**src/rtl/ser16_tx.sv**
```systemverilog
// 16-bit parallel-to-serial transmitter with one holding word and 1/2-bit bit requests.
// The output is one continuous bit stream: PAD_BITS zeros, then accepted words MSB first.

module ser16_tx #(
   parameter int PAD_BITS = 0
) (
   input  logic        clk,
   input  logic        rst_n,
   input  logic [15:0] din,
   input  logic        din_valid,
   output logic        din_ready,
   input  logic [1:0]  ctrl,
   output logic [1:0]  dataout,
   output logic        word_done,
   output logic        underrun
);

   // Ordered view of everything stored: pad zeros, the front word, then an optional second word.
   typedef struct packed {
      logic [3:0]  pad;
      logic [15:0] a_word;
      logic [4:0]  a_cnt;
      logic        b_valid;
      logic [15:0] b_word;
   } view_t;

   logic [3:0]  pad_cnt;
   logic [15:0] shift_word;
   logic [4:0]  shift_cnt;
   logic [15:0] hold_word;
   logic        hold_valid;

   view_t       view_in;
   view_t       view_one;
   view_t       view_two;
   view_t       view_out;
   logic        bit_first;
   logic        bit_second;
   logic        done_first;
   logic        done_second;
   logic        starve_first;
   logic        starve_second;
   logic [1:0]  dataout_next;
   logic        word_done_next;
   logic        underrun_next;
   logic        accept;

   // Pops one bit from the front of the stream; when the front word runs dry the second word takes its place.
   function automatic view_t take_bit(input view_t v, output logic bit_val,
                                      output logic done, output logic starved);
      view_t r;
      r       = v;
      bit_val = 1'b0;
      done    = 1'b0;
      starved = 1'b0;
      if (r.pad != 4'd0) begin
         r.pad = r.pad - 4'd1;
      end else if (r.a_cnt != 5'd0) begin
         bit_val  = r.a_word[15];
         r.a_word = {r.a_word[14:0], 1'b0};
         r.a_cnt  = r.a_cnt - 5'd1;
         if (r.a_cnt == 5'd0) begin
            done = 1'b1;
            if (r.b_valid) begin
               r.a_word  = r.b_word;
               r.a_cnt   = 5'd16;
               r.b_valid = 1'b0;
            end
         end
      end else begin
         starved = 1'b1;
      end
      return r;
   endfunction

   assign din_ready = ~hold_valid;
   assign accept    = din_valid & din_ready;

   // An empty shift word means the holding word is the front of the stream on this very edge.
   always_comb begin
      view_in.pad = pad_cnt;
      if (shift_cnt != 5'd0) begin
         view_in.a_word  = shift_word;
         view_in.a_cnt   = shift_cnt;
         view_in.b_valid = hold_valid;
         view_in.b_word  = hold_word;
      end else begin
         view_in.a_word  = hold_word;
         view_in.a_cnt   = hold_valid ? 5'd16 : 5'd0;
         view_in.b_valid = 1'b0;
         view_in.b_word  = hold_word;
      end
   end

   always_comb begin
      bit_first     = 1'b0;
      bit_second    = 1'b0;
      done_first    = 1'b0;
      done_second   = 1'b0;
      starve_first  = 1'b0;
      starve_second = 1'b0;
      view_one      = take_bit(view_in, bit_first, done_first, starve_first);
      view_two      = take_bit(view_one, bit_second, done_second, starve_second);
   end

   // Idle requests still let the holding word slide into an empty shift word.
   always_comb begin
      view_out       = view_in;
      dataout_next   = dataout;
      word_done_next = 1'b0;
      underrun_next  = 1'b0;
      case (ctrl)
         2'b01: begin
            view_out       = view_one;
            dataout_next   = {1'b0, bit_first};
            word_done_next = done_first;
            underrun_next  = starve_first;
         end
         2'b11: begin
            view_out       = view_two;
            dataout_next   = {bit_first, bit_second};
            word_done_next = done_first | done_second;
            underrun_next  = starve_first | starve_second;
         end
         default: begin
            view_out = view_in;
         end
      endcase
   end

   // A word accepted here only lands in the holding slot, which is known to be empty.
   always_ff @(posedge clk or negedge rst_n) begin
      if (!rst_n) begin
         pad_cnt    <= 4'(PAD_BITS);
         shift_word <= 16'h0000;
         shift_cnt  <= 5'd0;
         hold_word  <= 16'h0000;
         hold_valid <= 1'b0;
         dataout    <= 2'b00;
         word_done  <= 1'b0;
         underrun   <= 1'b0;
      end else begin
         pad_cnt    <= view_out.pad;
         shift_word <= view_out.a_word;
         shift_cnt  <= view_out.a_cnt;
         hold_word  <= accept ? din : view_out.b_word;
         hold_valid <= accept | view_out.b_valid;
         dataout    <= dataout_next;
         word_done  <= word_done_next;
         underrun   <= underrun_next;
      end
   end

endmodule

```
**config.mk**
```make
export PLATFORM = sky130hd
export DESIGN_NAME = ser16_tx
export DESIGN_NICKNAME = d
export VERILOG_FILES = /design/src/rtl/ser16_tx.sv
export SDC_FILE = /design/constraint.sdc
export NUM_CORES = 1
export LEC_CHECK = 0
export ABC_AREA = 1
export CORE_MARGIN = 8
export CORE_UTILIZATION = 40
export CTS_CLUSTER_DIAMETER = 60
export DETAILED_ROUTE_END_ITERATION = 10
export MAX_ROUTING_LAYER = met4
export PLACE_DENSITY_LB_ADDON = 0.25
export SKIP_CTS_REPAIR_TIMING = 1
export SLEW_MARGIN = 20
export SYNTH_ARGS = -nofsm -noshare
export SYNTH_HDL_FRONTEND = slang
export SYNTH_SLANG_ARGS = --single-unit
export TNS_END_PERCENT = 10
```
**constraint.sdc**
```tcl
create_clock -name clk -period 3.9 [get_ports clk]
set_input_delay 0.78 -clock clk [delete_from_list [all_inputs] [get_ports clk]]
set_output_delay 0.78 -clock clk [all_outputs]
set_load 0.01 [all_outputs]
```
-- Word level (Yosys, flattened, before mapping)
Cells that the tools add are included.
W data, S select, Z words.
- bits in latches: 0
- output and inout bits: 5
- memory bits (read-only): 0
- logic and storage cells: 58
- memory bits (writable): 0
- memories kept: 0
- flip-flop bits (word level): 46
- input bits: 21
- div/mod/pow operators: 0
- reduce and logical (&&, ||, !) cells: 8
- equal/unequal tests: 2
- mux-type cells: 31
- add/sub/neg operators: 4
- multipliers: 0
- $lt $le $gt $ge: 0
- bitwise operators: 5
- shifts and indexed selects: 0
- operator list (operator ; number):
    $mux W22 ; 8
    $pmux W42 S2 ; 1
    $mux W38 ; 1
    $mux W16 ; 1
    $reduce_bool A5 Y1 ; 3
    $mux W1 ; 14
    $logic_not A5 Y1 ; 2
    $sub A5 B1 Y5 const B ; 2
    $mux W4 ; 2
    $reduce_bool A4 Y1 ; 2
    $sub A4 B1 Y4 const B ; 2
    $mux W5 ; 1
    $pmux W1 S2 ; 2
    $pmux W2 S2 ; 1
    $or A1 B1 Y1 ; 3
    $eq A2 B1 Y1 const B ; 1
    $eq A2 B2 Y1 const B ; 1
    $reduce_bool A2 Y1 ; 1
    $and A1 B1 Y1 ; 1
    $not A1 Y1 ; 1

-- Depth between registers and ports, before layout
Gate-level depths: netlist of run 1.
- depth after elaboration: 14
- depth in mapped cells: 25

-- Worst setup path before layout of run 1
No wires, ideal clock.
- kind: reg-to-reg
- start point: register shift_cnt[1]
- end point: register shift_word[10]
- slack: 1.174 ns
- cell stages (with the launch flop): 23
- library setup time: 0.117 ns
- arrival: 2.609 ns
- data required time: 3.783 ns
- period minus slack after synthesis: 2.726 ns
- cell sequence: dfrtp_1 > inv_1 > ha_1 > nand2_2 > nor2_2 > nand3_4 > nand2_2 > buf_6 > nor2_1 > nand2_1 > nand2_1 > inv_1 > ha_1 > nand3_1 > nor2_2 > inv_1 > nand2_1 > nand2_4 > nand4_4 > buf_4 > nand3_1 > nand3_1 > nand2_1
- RTL lines (element ; RTL line ; text):
    from (decl) ; 29 ; logic [4:0] shift_cnt;
    from (signal assigned) ; 145 ; shift_cnt <= view_out.a_cnt;
    to (signal assigned) ; 144 ; shift_word <= view_out.a_word;
    to (decl) ; 28 ; logic [15:0] shift_word;

==> impl_metrics.json, run 1 <==
{
  "critPathArrivalTime_ns": 3.66,
  "r2r-start": "shift_cnt[0]$_DFF_PN0_",
  "track_usage_pct": 17.6,
  "fin_skew_ns": 0.0167,
  "grt_overflow": 0,
  "drtIter0Drc": 235,
  "p_total_mw": 3.70,
  "dpl.hpwl_mm": 6.57,
  "tns_ns": 0,
  "grt_pass1_vias": 3559,
  "postSynthCellCount": 515,
  "endpoint_kind": "register",
  "antenna_found_initial": 0,
  "antennaDiodeCount": 0,
  "viasPerCell": 5.54,
  "cts.sinks": 46,
  "syn_avg_cell_area_um2": 6.83,
  "maxSlewHeadroom_pct": 51.4,
  "drc": 0,
  "grt_pass1_wl_mm": 16.6,
  "drive_gt1_share_pct": 11.8,
  "worstPathRequired_ns": 4.10,
  "die-height_um": 110,
  "cts_root_buf": "clkbuf_8",
  "h-tree-depth": 2,
  "cp_max_fo": 31,
  "area_growth_pct": 12.1,
  "n_fill_cell": 890,
  "worst_skew_pair.late_latency_ns": 0.31,
  "dieArea_mm2": 0.0121,
  "synth-main-ff-cell": "dfrtp_1",
  "coreArea_mm2": 0.00864,
  "p_per_area_mw_per_mm2": 938,
  "place_congestion": 0.856,
  "grt_max_degree": 46,
  "cts_buffer_depth": 2,
  "status": "finished clean",
  "fin_crit_sh_pct": 88.8,
  "crit_chain": "inv_1, ha_1, nand2_2, nor2_2, nand3_4, nand2_2, nand2_1, nand2_1, inv_1, ha_1, nand3_1, nor2_2, nand2_1, nand2_2, inv_2, nand4_1, nand3_1, nand2_1",
  "io_pins": 26,
  "vias": 3553,
  "crit_slowest_cell": "inv_2",
  "maxCapViolations": 0,
  "crit_path_start_kind": "register",
  "tightest_slew_ns": 0.727,
  "cpPeakStageDelay_ns": 0.51,
  "hold_path.class": "primary input to async pin",
  "firstDrtPassIters": 5,
  "routed_wl_mm": 9.66,
  "startpoint": "shift_cnt[0]$_DFF_PN0_",
  "die-width_um": 110,
  "syn_area_mm2": 0.00352,
  "ys_types": 39,
  "vdd_drop_max_mv": 0.381,
  "finalMaxSlewViolations": 0,
  "worst-path-buf-inv": 3,
  "ys_seq_area_share_pct": 32.7,
  "rsz0062_at_grt": "no",
  "synth_edf_count": 0,
  "setup_viol": 0,
  "final.min_clock_period_ns": 3.46,
  "rows": 34,
  "fmax_mhz": 289,
  "cts_buffers": 5,
  "numPortBuffers": 25,
  "ys_seq_elements": 46,
  "p_leak_nw": 1.84,
  "initial_core_util_pct": 40.7,
  "nets": 561,
  "synthArstFlopShare_pct": 100,
  "syn-num-nets": 544,
  "critPathKind": "register to register",
  "crit_family": "simple AND/OR/NAND/NOR gates",
  "ant_nets": 0,
  "cpMostUsedCell": "nand2_1",
  "finalHoldViolCount": 0,
  "cts_tree": "yes",
  "wl_per_cell_um": 15.1,
  "yosys_warnings": 0,
  "clk_pin_slew_worst_paths_ns": 0.10
}
==> cells in the final DEF, fill, tap and decap left out, types with 3 or more instances in the layout <==
master           count
nand2_1            109
inv_1               59
dfrtp_1             46
nor2_1              42
nand3_1             39
o21ai_0             38
a21oi_1             36
clkdlybuf4s50_1     24
o21ai_1             20
nand4_1             15
o22ai_1             14
or2_2               12
buf_4               11
inv_2                8
ha_1                 8
nand2_2              7
clkbuf_8             6
nor2_4               5
o221ai_1             4
nor2_2               3
nand3_4              3
o211ai_1             3
==> stage by stage <==
stage | std cells | worst slack (ns) | hold slack [ns] | utilization [%] | cell area (um2)
floorplan | 515 | 1.17 | 0.484 | - | 3520
global placement | 633 | 0.592 | 0.475 | 44.5 | 3840
detailed placement | 633 | 0.492 | 0.503 | 44.5 | 3840
CTS | 641 | 0.473 | 0.528 | 45.6 | 3940
global route | 641 | 0.0623 | 0.525 | 45.7 | 3940
finish | 641 | 0.438 | 0.482 | 45.7 | 3940
==> synthesized netlist by cell type (2+ instances only) <==
| library cell | n | area [um2] |
|---|---|---|
| buf_6 | 2 | 22.5 |
| or2_1 | 2 | 12.5 |
| a21oi_1 | 36 | 180 |
| or2_2 | 12 | 75.1 |
| nand2_1 | 109 | 409 |
| dfrtp_1 | 46 | 1150 |
| nand3_1 | 39 | 195 |
| o211ai_1 | 3 | 22.5 |
| o21ai_0 | 38 | 190 |
| nand3_4 | 3 | 52.6 |
| o21ai_1 | 20 | 100 |
| nor2_2 | 3 | 18.8 |
| and2_1 | 2 | 12.5 |
| nor2_1 | 42 | 158 |
| clkbuf_1 | 8 | 30.0 |
| nand4_1 | 15 | 93.8 |
| inv_1 | 59 | 221 |
| buf_4 | 2 | 15.0 |
| buf_1 | 3 | 11.3 |
| nand2_2 | 7 | 43.8 |
| ha_1 | 8 | 100 |
| o22ai_1 | 14 | 87.6 |
| nand3_2 | 2 | 20.0 |
| inv_2 | 8 | 30.0 |
| clkinv_1 | 2 | 7.51 |
| nor2_4 | 5 | 56.3 |
| o221ai_1 | 4 | 35.0 |
| buf_2 | 10 | 50.1 |
==> registers in the layout, indices dropped and copies added, names as in the netlist <==
register	cells
hold_valid	1
pad_cnt	4
shift_cnt	5
word_done	1
shift_word	16
dataout	2
underrun	1
hold_word	16
==> final timing paths <==
kind	slack [ns]	cells past startpoint	to
max in group asynchronous	2.93	2	shift_word[15]$_DFF_PN0_
max reg2reg	0.44	18	shift_word[4]$_DFF_PN0_
min	0.48	1	hold_word[10]$_DFFE_PN0P_
min reg2reg	0.52	2	dataout[1]$_DFFE_PN0N_
min in group clk	0.52	2	dataout[1]$_DFFE_PN0N_
max	0.44	18	shift_word[4]$_DFF_PN0_
==> worst register-to-register path: stages (launching register included) <==
cell and delay (ns):
dfrtp_1 0.48, inv_1 0.09, ha_1 0.17, nand2_2 0.08, nor2_2 0.14, nand3_4 0.12, nand2_2 0.25, nand2_1 0.18
nand2_1 0.17, inv_1 0.07, ha_1 0.19, nand3_1 0.12, nor2_2 0.07, nand2_1 0.10, nand2_2 0.25, inv_2 0.52
nand4_1 0.19, nand3_1 0.10, nand2_1 0.05
==> area by class of cell <==
type | instances | area, um2 | area share, %
well taps | 108 | 135 | 3.43
clock buffers | 7 | 86.3 | 2.19
clock inverters | 1 | 8.76 | 0.222
flip-flops and latches | 46 | 1150 | 29.2
repair buffers | 35 | 323 | 8.19
inverters | 69 | 259 | 6.57
multi-input cells | 375 | 1980 | 50.2
==> cells by family after synthesis <==
group	count (synthesis)	share of synthesized area, %
adder cells (fa/ha/maj)	8	2.85
flip-flops	46	32.7
AND/OR/NAND/NOR	245	34.2
multiplexers	1	0.320
XOR/XNOR	2	0.498
AO/OA/AOI/OAI	119	18.4
buffers and inverters	94	11.0
==> routing by layer <==
metal | vias to the layer above | global-route usage, % | part of all wire, %
li1 | 1738 | - | -
met1 | 1647 | 21.8 | 43
met2 | 148 | 28.0 | 47
met3 | 20 | 2.81 | 7.6
met4 | 0 | 6.65 | 2.1
met5 | - | - | 0
==> power by group <==
part           leakage [nW]  total, mW  switching (mW)  internal [mW]
logic                  1.24       2.57            1.73          0.835
clock network        0.0489      0.327           0.180          0.147
registers             0.546      0.804           0.111          0.693
total                  1.84       3.70            2.02           1.68
(Power assumes the default switching activity.)
==> run 2, diff against run 1 <==
- CORE_UTILIZATION: 40 -> 25
- CTS_CLUSTER_DIAMETER: 60 -> default
==> run 2 against run 1 <==
  * Combinational power hardly changed
  * Sequential power is essentially flat
  * Sequential share of layout area shrank 1.1 points
  * Utilization fell by 16 points
  * Clock power grew 55%
  * Total power is 5.3% higher
  * Critical path depth is 2 higher
  * Count of clock-buffer cells in the layout is 2 lower
  * Clock skew shrank 0.0087 ns
  * Critical path type unchanged
==> impl_metrics.json, run 2 (synthesis gave the netlist of run 1 again) <==
{
  "status": "finished clean",
  "endpoint_kind": "register",
  "cpPeakStageDelay_ns": 0.50,
  "netSwitchingFraction_pct": 53.1,
  "numPortBuffers": 25,
  "reg2regPathDepth": 20,
  "fin_crit_sh_pct": 86.4,
  "stdcell_count": 711,
  "antennaDiodeCount": 0,
  "rsz0062_at_grt": "no",
  "dieArea_mm2": 0.0181,
  "ant_nets": 0,
  "grt_overflow": 0,
  "antenna_found_initial": 0,
  "track_usage_pct": 12.5,
  "crit_slowest_cell": "inv_2",
  "clkPwrFrac_pct": 13.0,
  "setup_viol": 0,
  "placed_area_mm2": 0.00392,
  "h-tree-depth": 2,
  "crit_family": "simple AND/OR/NAND/NOR gates",
  "initial_core_util_pct": 25.4,
  "seqPwrFrac_pct": 20.7,
  "worstPathRequired_ns": 4.09,
  "coreArea_mm2": 0.0138,
  "layout_commonest_cell": "nand2_1",
  "area_growth_pct": 16.3,
  "r2r_setup_slack_ns": 0.53,
  "tightest_slew_ns": 0.738,
  "vdd_drop_max_mv": 0.343,
  "cts_buffer_depth": 2,
  "drtIter0Drc": 282,
  "place_congestion": 0.868,
  "worst-path-buf-inv": 4,
  "viasPerCell": 4.90,
  "firstDrtPassIters": 5,
  "hold_path.class": "primary input to async pin",
  "gr-usage-met3_pct": 2.08,
  "fmax_mhz": 297,
  "maxCapViolations": 0,
  "cpMostUsedCell": "nand2_1",
  "crit_chain": "inv_1, ha_1, nand2_2, nor2_2, nand3_4, nand2_1, inv_2, nand2_1, nand2_1, nand2_1, inv_1, ha_1, nand3_1, nor2_2, nand2_1, nand2_2, inv_2, nand4_1, nand3_1, nand2_1",
  "finalMaxSlewViolations": 0,
  "dpl.hpwl_mm": 7.27,
  "drive_gt1_share_pct": 11.7,
  "power.internal_mw": 1.82,
  "finish.instance_area_mm2": 0.00409,
  "die-width_um": 135,
  "nets": 559,
  "use_met2_pct": 19.3,
  "grt_pass1_wl_mm": 17.5,
  "placed_cells_incl_taps": 703,
  "cp_max_fo": 31,
  "most-common-layout-cells": "nand2_1 (109), inv_1 (59), dfrtp_1 (46)",
  "p_sw_mw": 2.07,
  "share_comb_of_total_power_pct": 66.2,
  "worst_skew_pair.late_latency_ns": 0.30,
  "maxSlewHeadroom_pct": 50.5,
  "n_fill_cell": 1525,
  "wl_per_cell_um": 15.3,
  "met1_usage_pct": 15.5,
  "rows": 43,
  "io_pins": 26,
  "p_per_area_mw_per_mm2": 951,
  "reg2reg_to": "shift_word[4]$_DFF_PN0_",
  "place_ws_ns": 0.565,
  "clk_pin_slew_worst_paths_ns": 0.07,
  "routed_wl_mm": 10.8,
  "setup_slack_ns": 0.531,
  "r2r-start": "shift_cnt[1]$_DFF_PN0_",
  "crit_path_start_kind": "register",
  "vias": 3485,
  "critPathKind": "register to register",
  "cts.sinks": 46,
  "tns_ns": 0,
  "drc": 0,
  "cts_tree": "yes",
  "finalHoldViolCount": 0,
  "final.min_clock_period_ns": 3.37,
  "die-height_um": 135,
  "grt_max_degree": 32,
  "cts_buffers": 5,
  "p_leak_nw": 1.85,
  "busiest_layer": "met2",
  "fin_skew_ns": 0.00803,
  "cts_root_buf": "clkbuf_16",
  "grt_pass1_vias": 3419,
  "reg_top3": "hold_word x16, shift_word x16, shift_cnt x5",
  "critPathArrivalTime_ns": 3.56
}
[run 2: area by class of cell]
type                            instances  area, um2  area share, %
Sequential cell                        46       1150           28.1
Tap cell                              180        225           5.51
Multi-Input combinational cell        375       1980           48.4
Inverter                               69        259           6.33
Clock inverter                          3       45.0           1.10
Timing Repair Buffer                   33        305           7.46
Clock buffer                            5        125           3.06
[run 2: power groups by stage]
stage	registers [mW]	logic, mW	clock network (mW)
finish	0.806	2.58	0.508
global route	0.832	2.91	0.534
detailed placement	0.817	2.56	0
global placement	0.812	2.52	0
floorplan	0.786	2.03	0
CTS	0.807	2.57	0.524
[run 2: worst max path at each step]
stage / startpoint / end / slack (ns) / cells past startpoint
2_1_floorplan: shift_cnt[1]$_DFF_PN0_ / shift_word[10]$_DFF_PN0_ / 1.17 / 22
3_3_place_gp: shift_cnt[1]$_DFF_PN0_ / shift_word[4]$_DFF_PN0_ / 0.60 / 20
3_5_place_dp: shift_cnt[1]$_DFF_PN0_ / shift_word[4]$_DFF_PN0_ / 0.56 / 20
4_1_cts: shift_cnt[1]$_DFF_PN0_ / shift_word[13]$_DFF_PN0_ / 0.55 / 20
5_1_grt: shift_cnt[1]$_DFF_PN0_ / shift_word[0]$_DFF_PN0_ / 0.14 / 22
6_report: shift_cnt[1]$_DFF_PN0_ / shift_word[4]$_DFF_PN0_ / 0.53 / 20
[run 2: metrics by stage]
step / total power [mW] / utilization [%] / hold slack (ns)
global route: 4.28 / 29.6 / 0.543
global placement: 3.33 / 28.4 / 0.492
detailed placement: 3.37 / 28.4 / 0.494
finish: 3.89 / 29.6 / 0.502
floorplan: 2.82 / - / 0.484
CTS: 3.90 / 29.6 / 0.511
[run 2: layer usage]
metal	routed length [um]	vias to the layer above
met5	0	-
met4	306	0
met3	614	27
met2	4950	116
met1	4970	1607
li1	-	1735
==> run 3, diff against run 2 <==
- DONT_BUFFER_PORTS: default -> 1
- clock period: 3.9 -> 2.7 ns (I/O delays scaled with it)
==> run 3 against run 2 <==
  * Highest routed layer unchanged
  * Sequential share of layout area shrank 1.3 points
  * Flip-flop and latch count is the same
  * Global-route usage grew 0.55 points
  * Critical path type unchanged
  * Total power grew 62%
  * Largest power group unchanged
==> impl_metrics.json, run 3 (synthesis gave the netlist of run 1 again) <==
{
  "rows": 43,
  "viasPerCell": 4.95,
  "most-common-layout-cells": "nand2_1 (99), inv_1 (53), dfrtp_1 (46)",
  "drive_gt1_share_pct": 22.5,
  "cts_buffers": 5,
  "tns_ns": 0,
  "antenna_found_initial": 0,
  "die-height_um": 135,
  "finalMaxSlewViolations": 0,
  "routed_wl_mm": 11.2,
  "layout_commonest_cell": "nand2_1",
  "place_congestion": 0.853,
  "grt_overflow": 0,
  "crit_chain": "inv_2, ha_4, inv_2, nand2_2, nand2_2, nor2_2, nand3_1, nor2_1, nand2_2, nand2_2, nand2_2, buf_4, buf_4, ha_1, inv_1, nor2_4, buf_4, nand4_4, buf_12, nand3_1, nand3_1, nand2_1",
  "grt_pass1_wl_mm": 18.4,
  "numPortBuffers": 0,
  "fin_skew_ns": 0.0100,
  "final_util_pct": 31.0,
  "worst-path-buf-inv": 7,
  "initial_core_util_pct": 25.4,
  "crit_path_start_kind": "register",
  "h-tree-depth": 2,
  "cts_root_buf": "clkbuf_16",
  "critPathArrivalTime_ns": 2.78,
  "vias": 3595,
  "cpMostUsedCell": "nand2_2",
  "grt_max_degree": 47,
  "nets": 574,
  "crit_family": "simple AND/OR/NAND/NOR gates",
  "fmax_mhz": 387,
  "crit_slowest_cell": "dfrtp_1",
  "firstDrtPassIters": 5,
  "drtIter0Drc": 280,
  "vdd_drop_max_mv": 0.464,
  "status": "finished clean",
  "worstPathRequired_ns": 2.89,
  "reg2regPathDepth": 22,
  "final.min_clock_period_ns": 2.59,
  "drc": 0,
  "p_total_mw": 6.32,
  "hold_path.class": "primary input to async pin",
  "cts_buffer_depth": 2,
  "worst_skew_pair.late_latency_ns": 0.30,
  "grt_pass1_vias": 3514,
  "cp_max_fo": 12,
  "ant_nets": 0,
  "tightest_slew_ns": 0.641,
  "r2r_setup_slack_ns": 0.11,
  "cts_tree": "yes",
  "maxCapViolations": 0,
  "p_leak_nw": 1.98,
  "critPathKind": "register to register",
  "dieArea_mm2": 0.0181,
  "coreArea_mm2": 0.0138,
  "fin_crit_sh_pct": 95.8,
  "r2r-start": "shift_cnt[1]$_DFF_PN0_",
  "dpl.hpwl_mm": 7.62,
  "stdcell_count": 726,
  "endpoint_kind": "register",
  "reg_top3": "hold_word x16, shift_word x16, shift_cnt x5",
  "track_usage_pct": 13.0,
  "maxSlewHeadroom_pct": 57.2,
  "reg2reg_to": "shift_word[2]$_DFF_PN0_",
  "p_per_area_mw_per_mm2": 1470,
  "antennaDiodeCount": 0,
  "finalHoldViolCount": 0,
  "io_pins": 26,
  "area_growth_pct": 21.9,
  "rsz0062_at_grt": "yes",
  "finish.instance_area_mm2": 0.00429,
  "setup_viol": 0,
  "cpPeakStageDelay_ns": 0.39,
  "placed_area_mm2": 0.00391,
  "die-width_um": 135,
  "placed_cells_incl_taps": 708,
  "cts.sinks": 46,
  "clk_pin_slew_worst_paths_ns": 0.07,
  "wl_per_cell_um": 15.4
}
[run 3: cell count changes in the layout (fill, tap and decap cells not counted), sizes merged]
cell	previous run	this run
bufinv	1	0
buf	9	48
inv	67	68
clkbuf	5	7
clkdlybuf4s50	24	0
clkinvlp	2	0
[run 3: area by class of cell]
type,instances,area [um2]
well taps,180,225
inverters,69,264
multi-input cells,375,2080
fillers,1493,9540
clock buffers,7,143
repair buffers,48,417
clock inverters,1,8.76
flip-flops and latches,46,1150
[run 3: metal layers]
layer	GRT usage, %	routed length [um]
met4	4.87	188
met2	20.9	5350
met3	2.34	455
met5	-	0
met1	15.9	5180
[run 3: where the power goes]
| group | switching (mW) | internal, mW | total, mW |
|---|---|---|---|
| combinational | 2.80 | 1.70 | 4.50 |
| clock | 0.290 | 0.373 | 0.663 |
| sequential | 0.147 | 1.00 | 1.15 |
| total | 3.24 | 3.08 | 6.32 |
[run 3: per-stage QoR]
| stage | setup WS, ns | hold WS, ns |
|---|---|---|
| after detailed placement | -0.161 | 0.247 |
| after global routing | -0.0942 | 0.0967 |
| final | 0.114 | 0.0618 |
| after floorplan | 0.0197 | 0.244 |
| after CTS | -0.177 | -0.0836 |
| after global placement | -0.166 | 0.246 |
[run 3: worst max path at each step]
stage                                          end  depth (start not counted)              startpoint  slack, ns
final                      shift_word[2]$_DFF_PN0_                         22  shift_cnt[1]$_DFF_PN0_       0.11
after detailed placement   shift_word[4]$_DFF_PN0_                         20  shift_cnt[1]$_DFF_PN0_      -0.16
after global routing       shift_word[4]$_DFF_PN0_                         23  shift_cnt[0]$_DFF_PN0_      -0.09
after global placement     shift_word[4]$_DFF_PN0_                         20  shift_cnt[1]$_DFF_PN0_      -0.17
after CTS                  shift_word[4]$_DFF_PN0_                         20  shift_cnt[1]$_DFF_PN0_      -0.18
after floorplan           shift_word[10]$_DFF_PN0_                         22  shift_cnt[1]$_DFF_PN0_       0.02
[run 3: worst reg2reg max path, stage by stage (launching register included)]
cell and delay, ns:
dfrtp_1 0.39, inv_2 0.08, ha_4 0.15, inv_2 0.04, nand2_2 0.06, nand2_2 0.06, nor2_2 0.10, nand3_1 0.06
nor2_1 0.13, nand2_2 0.08, nand2_2 0.07, nand2_2 0.06, buf_4 0.13, buf_4 0.13, ha_1 0.17, inv_1 0.09
nor2_4 0.05, buf_4 0.14, nand4_4 0.11, buf_12 0.15, nand3_1 0.09, nand3_1 0.10, nand2_1 0.05
